File: src/rtl/axi_lite_pmem_bridge.sv
// rtl/axi_lite_pmem_bridge.sv - AXI4-Lite slave that turns each transaction into one pmem strobe
//
// Ports:
//   clock, reset              clock and asynchronous active-low reset
//   arvalid/arready/araddr    read address channel
//   rvalid/rready/rdata/rresp read data channel (rresp always OKAY)
//   awvalid/awready/awaddr    write address channel
//   wvalid/wready/wdata/wstrb write data channel
//   bvalid/bready/bresp       write response channel (bresp always OKAY)
//   mem_rvalid/mem_raddr      one-cycle read strobe and address to pmem
//   mem_rdata                 pmem read data, valid while mem_rvalid is high
//   mem_wvalid/mem_waddr/
//   mem_wdata/mem_mask        one-cycle write strobe, address, data and byte mask to pmem

module axi_lite_pmem_bridge #(
   parameter int RD_LAT = 1,
   parameter int WR_LAT = 1
) (
   input  logic        clock,
   input  logic        reset,
   input  logic        arvalid,
   output logic        arready,
   input  logic [63:0] araddr,
   output logic        rvalid,
   input  logic        rready,
   output logic [63:0] rdata,
   output logic [1:0]  rresp,
   input  logic        awvalid,
   output logic        awready,
   input  logic [63:0] awaddr,
   input  logic        wvalid,
   output logic        wready,
   input  logic [63:0] wdata,
   input  logic [7:0]  wstrb,
   output logic        bvalid,
   input  logic        bready,
   output logic [1:0]  bresp,
   output logic        mem_rvalid,
   output logic [63:0] mem_raddr,
   input  logic [63:0] mem_rdata,
   output logic        mem_wvalid,
   output logic [63:0] mem_waddr,
   output logic [63:0] mem_wdata,
   output logic [7:0]  mem_mask
);

   localparam int MAX_LAT = (RD_LAT > WR_LAT) ? RD_LAT : WR_LAT;
   localparam int CW      = (MAX_LAT > 1) ? $clog2(MAX_LAT) : 1;

   localparam logic [CW-1:0] RD_CNT0 = CW'(RD_LAT - 1);
   localparam logic [CW-1:0] WR_CNT0 = CW'(WR_LAT - 1);
   localparam logic [CW-1:0] CNT_ONE = CW'(1);

   typedef enum logic [2:0] {
      IDLE,
      RD_WAIT,
      RD_RESP,
      WR_WAIT,
      WR_RESP
   } state_t;

   state_t        state;
   logic [CW-1:0] cnt;

   logic          aw_held;
   logic [63:0]   awaddr_q;
   logic          w_held;
   logic [63:0]   wdata_q;
   logic [7:0]    wstrb_q;

   logic          wr_busy;
   logic          aw_take;
   logic          w_take;
   logic          ar_take;
   logic          pair_now;
   logic [63:0]   waddr_n;
   logic [63:0]   wdata_n;
   logic [7:0]    wmask_n;

   assign wr_busy  = (state == WR_WAIT) || (state == WR_RESP);
   assign awready  = !aw_held && !wr_busy;
   assign wready   = !w_held && !wr_busy;
   // A fully held write pair blocks new reads so the write goes first.
   assign arready  = (state == IDLE) && !(aw_held && w_held);

   assign aw_take  = awvalid && awready;
   assign w_take   = wvalid && wready;
   assign ar_take  = arvalid && arready;

   // Pair is complete if each half is either already held or arriving this cycle,
   // so the write can start on the very edge that completes it.
   assign pair_now = (aw_held || aw_take) && (w_held || w_take);
   assign waddr_n  = aw_held ? awaddr_q : awaddr;
   assign wdata_n  = w_held  ? wdata_q  : wdata;
   assign wmask_n  = w_held  ? wstrb_q  : wstrb;

   assign rresp    = 2'b00;
   assign bresp    = 2'b00;

   always_ff @(posedge clock or negedge reset) begin
      if (!reset) begin
         state      <= IDLE;
         cnt        <= '0;
         aw_held    <= 1'b0;
         awaddr_q   <= '0;
         w_held     <= 1'b0;
         wdata_q    <= '0;
         wstrb_q    <= '0;
         rvalid     <= 1'b0;
         rdata      <= '0;
         bvalid     <= 1'b0;
         mem_rvalid <= 1'b0;
         mem_raddr  <= '0;
         mem_wvalid <= 1'b0;
         mem_waddr  <= '0;
         mem_wdata  <= '0;
         mem_mask   <= '0;
      end else begin
         // Strobes are single-cycle pulses unless re-armed below.
         mem_rvalid <= 1'b0;
         mem_wvalid <= 1'b0;

         if (aw_take) begin
            aw_held  <= 1'b1;
            awaddr_q <= awaddr;
         end
         if (w_take) begin
            w_held  <= 1'b1;
            wdata_q <= wdata;
            wstrb_q <= wstrb;
         end

         case (state)
            IDLE: begin
               // ar_take can only be true when no complete pair is already held;
               // a read accepted on the edge a pair completes still wins.
               if (ar_take) begin
                  state      <= RD_WAIT;
                  cnt        <= RD_CNT0;
                  mem_raddr  <= araddr;
                  mem_rvalid <= (RD_LAT == 1);
               end else if (pair_now) begin
                  state      <= WR_WAIT;
                  cnt        <= WR_CNT0;
                  mem_waddr  <= waddr_n;
                  mem_wdata  <= wdata_n;
                  mem_mask   <= wmask_n;
                  mem_wvalid <= (WR_LAT == 1);
               end
            end
            RD_WAIT: begin
               if (cnt == '0) begin
                  rdata  <= mem_rdata;
                  rvalid <= 1'b1;
                  state  <= RD_RESP;
               end else begin
                  cnt <= cnt - CNT_ONE;
                  if (cnt == CNT_ONE) mem_rvalid <= 1'b1;
               end
            end
            RD_RESP: begin
               if (rready) begin
                  rvalid <= 1'b0;
                  state  <= IDLE;
               end
            end
            WR_WAIT: begin
               if (cnt == '0) begin
                  aw_held <= 1'b0;
                  w_held  <= 1'b0;
                  bvalid  <= 1'b1;
                  state   <= WR_RESP;
               end else begin
                  cnt <= cnt - CNT_ONE;
                  if (cnt == CNT_ONE) mem_wvalid <= 1'b1;
               end
            end
            WR_RESP: begin
               if (bready) begin
                  bvalid <= 1'b0;
                  state  <= IDLE;
               end
            end
            default: state <= IDLE;
         endcase
      end
   end

endmodule
File: config.mk
export PLATFORM = sky130hd
export DESIGN_NAME = axi_lite_pmem_bridge
export DESIGN_NICKNAME = d
export VERILOG_FILES = /design/src/rtl/axi_lite_pmem_bridge.sv
export SDC_FILE = /design/constraint.sdc
export NUM_CORES = 1
export LEC_CHECK = 0
export BUFFER_PORTS_ARGS = -buffer_cell sky130_fd_sc_hd__buf_4
export CAP_MARGIN = 20
export CORE_AREA = 3 3 214 216
export CTS_BUF_LIST = sky130_fd_sc_hd__clkbuf_16
export DETAILED_ROUTE_END_ITERATION = 16
export DIE_AREA = 0 0 217 219
export GPL_ROUTABILITY_DRIVEN = 0
export HOLD_SLACK_MARGIN = 0.12
export SYNTH_ARGS = -nofsm -noshare
export SYNTH_HDL_FRONTEND = slang
export SYNTH_SLANG_ARGS = --single-unit
export TNS_END_PERCENT = 100
File: constraint.sdc
create_clock -name clock -period 2.9 [get_ports clock]
set_input_delay 0.145 -clock clock [delete_from_list [all_inputs] [get_ports clock]]
set_output_delay 0.145 -clock clock [all_outputs]
set_load 0.1 [all_outputs]
==> results.yml <==
status:
  status: "complete, no violations"
clock_tree:
  cts_tree: "yes"
  cts_buffers: 45
  htree_levels: 2
  clkSinkCount: 409
  clockBufferDepth: 3
  cts_resized: 0
  insertion_delay_ns: 0.56
  cts_root_buf: "clkbuf_16"
  clk_pin_slew_ns: 0.06
setup_path:
  cp-start-kind: "flop"
  endpoint_kind: "flop"
  crit_fanout: 30
  setup.worst_path.start: "state[1]"
  critPathKind: "reg2reg"
  required_ns: 3.34
  arrival_ns: 2.85
  r2r-start: "state[1]"
yosys:
  synth_mux_area_share_pct: 35.7
  ys_seq_area_share_pct: 60.5
  synth-xor-area-share_pct: 0
  synth.distinct_cells: 24
  yosys_warnings: 0
  synth_top_family_by_area: "multiplexers"
  synth_area_per_cell_um2: 16.1
  synth_area_mm2: 0.0169
  synthSimpleGateAreaFrac_pct: 0.821
  synthCells: 1049
  ys_seq_elements: 409
  yosysTopAreaCellShare_pct: 60.5
  synth_largest_area_cell: "dfrtp_1"
  synth-compound-area-share_pct: 0.511
  synth_fa_ha_area_share_pct: 0
  synthTopCellsByArea: "dfrtp_1, mux2_1, mux2_2"
place:
  dpl.hpwl_um: 33000
  dp_slack_ns: 0.465
  port_buffers: 541
route:
  wl_per_cell_um: 19.1
  wirelength_um: 47700
  drtIter0Drc: 463
  vias_per_cell: 4.71
  drtPass1Iterations: 4
  drc_errors: 0
  vias: 11800
  ant_nets: 0
timing:
  worst_slack_ns: 0.489
  setup_viol: 0
  drv_slew: 0
  fin_crit_sh_pct: 83.2
  slew-limit-headroom_pct: 36.8
  worstMarginPinSlew_ns: 0.948
  max_freq_mhz: 415
  fin_worst_skew_ns: 0.0138
  hold_viol: 0
  period_minus_slack_ns: 2.41
  rsz0062_at_grt: "no"
  tns_ns: 0
finish:
  final.fill_count: 3596
  drive_above_1_share_pct: 38.1
  area.growth.synth_to_final_pct: 51.8
  fin_nets: 2140
die:
  core_mm2: 0.0441
  rows: 77
  start_util_pct: 38.3
  die_area_mm2: 0.0475
  die_w_um: 217
  die_h_um: 219
  io_pins: 546
run:
  maxCapViolations: 0
global_routing:
  antenna_found_initial: 2
  grt_max_degree: 88
  grt_pass1_vias: 13100
  grt_first_pass_wirelength_um: 74700
  grt_overflow: 0
  grt_use_total_pct: 19.9
hold_path:
  hold_path.class: "in2async"
[cell families (layout without fill, tap and decap cells)]
family                 Yosys count  after routing
flip-flops                     409            409
other                            1              6
AND/OR/NAND/NOR                 25             25
buffers and inverters           66            914
multiplexers                   536            536
AO/OA/AOI/OAI                   12             12
[routing by layer]
layer  routed length (um)  GRT usage [%]  vias up  part of all wire, %
met2                23400           33.8      348                   49
met5                    0              0        -                    0
met4                 1410           5.83        0                  3.0
li1                     -              -     5379                    -
met3                 3720           6.88       80                  7.8
met1                19100           23.9     5949                   40
[critical path: stages (launching register included)]
cell and delay [ns]:
dfrtp_1 0.49, or3_1 0.51, or2_2 0.54, buf_4 0.36, mux2_1 0.36
[cell usage after synthesis (all sizes together)]
master	instances
mux2	536
dfrtp	409
buf	46
clkbuf	19
nor2	9
a21oi	5
nand2	5
nand3b	3
a31oi	2
nor2b	2
nor3b	2
o21a	2
a21boi	1
conb	1
inv	1
nor4	1
o21ai	1
o41ai	1
or2	1
or3	1
or3b	1
[registers in the layout, indices dropped and copies added, names as in the netlist]
register and flops:
wstrb_q 8, mem_waddr 64, mem_raddr 64, bvalid 1, awaddr_q 64, wdata_q 64, w_held 1, mem_wvalid 1
mem_wdata 64, mem_mask 8, state 3, aw_held 1, rvalid 1, rdata 64, mem_rvalid 1
[through the flow]
| stage | hold WS [ns] | util (%) | instance area, um^2 | cells |
|---|---|---|---|---|
| detailed placement | 0.215 | 49.1 | 21600 | 2144 |
| CTS | 0.203 | 58.2 | 25700 | 2492 |
| floorplan | -0.151 | - | 16900 | 1052 |
| global route | 0.240 | 58.2 | 25700 | 2492 |
| finish | 0.216 | 58.2 | 25700 | 2494 |
| global placement | 0.219 | 49.1 | 21600 | 2144 |
[cells in the final DEF (no fill, tap or decap), types with 2 or more instances in the layout]
cell type,instances
clkinv_1,12
buf_4,555
bufinv_16,2
mux2_1,445
dlygate4sd3_1,270
clkinv_2,8
a21oi_1,5
a31oi_2,2
clkbuf_16,45
diode_2,2
nand2_1,5
mux2_2,91
o21a_1,2
conb_1,4
inv_1,10
nor3b_2,2
nor2_1,9
dfrtp_1,407
nand3b_1,3
buf_12,9
[worst paths after layout]
kind / end / slack (ns) / cells after the start
worst max-delay path: mem_raddr[6] / 0.49 / 4
worst min-delay path: mem_waddr[33] / 0.22 / 2
worst max register to register: mem_raddr[6] / 0.49 / 4
worst min register to register: wdata_q[41] / 0.48 / 1
max in group asynchronous: mem_wdata[56] / 1.79 / 3
min in group clock: mem_raddr[15] / 0.34 / 3
[cell type report]
cell class	instances	area, um^2	share of cell area, %
tap	592	741	2.89
antenna	2	5.00	0.0195
timing repair buffer	835	7060	27.5
multi-input combinational	577	6300	24.5
sequential	409	10200	39.9
clock buffer	45	1130	4.39
clock inverter	33	190	0.741
inverter	1	3.75	0.0146
[repair_timing]
item	4_1_cts	5_1_grt
hold buffers	270	0
buffers inserted	0	0
hold endpoints to repair	482	0
Power is not shown: default switching activity piles up to over one toggle a cycle in this logic, so the estimate is an artifact.
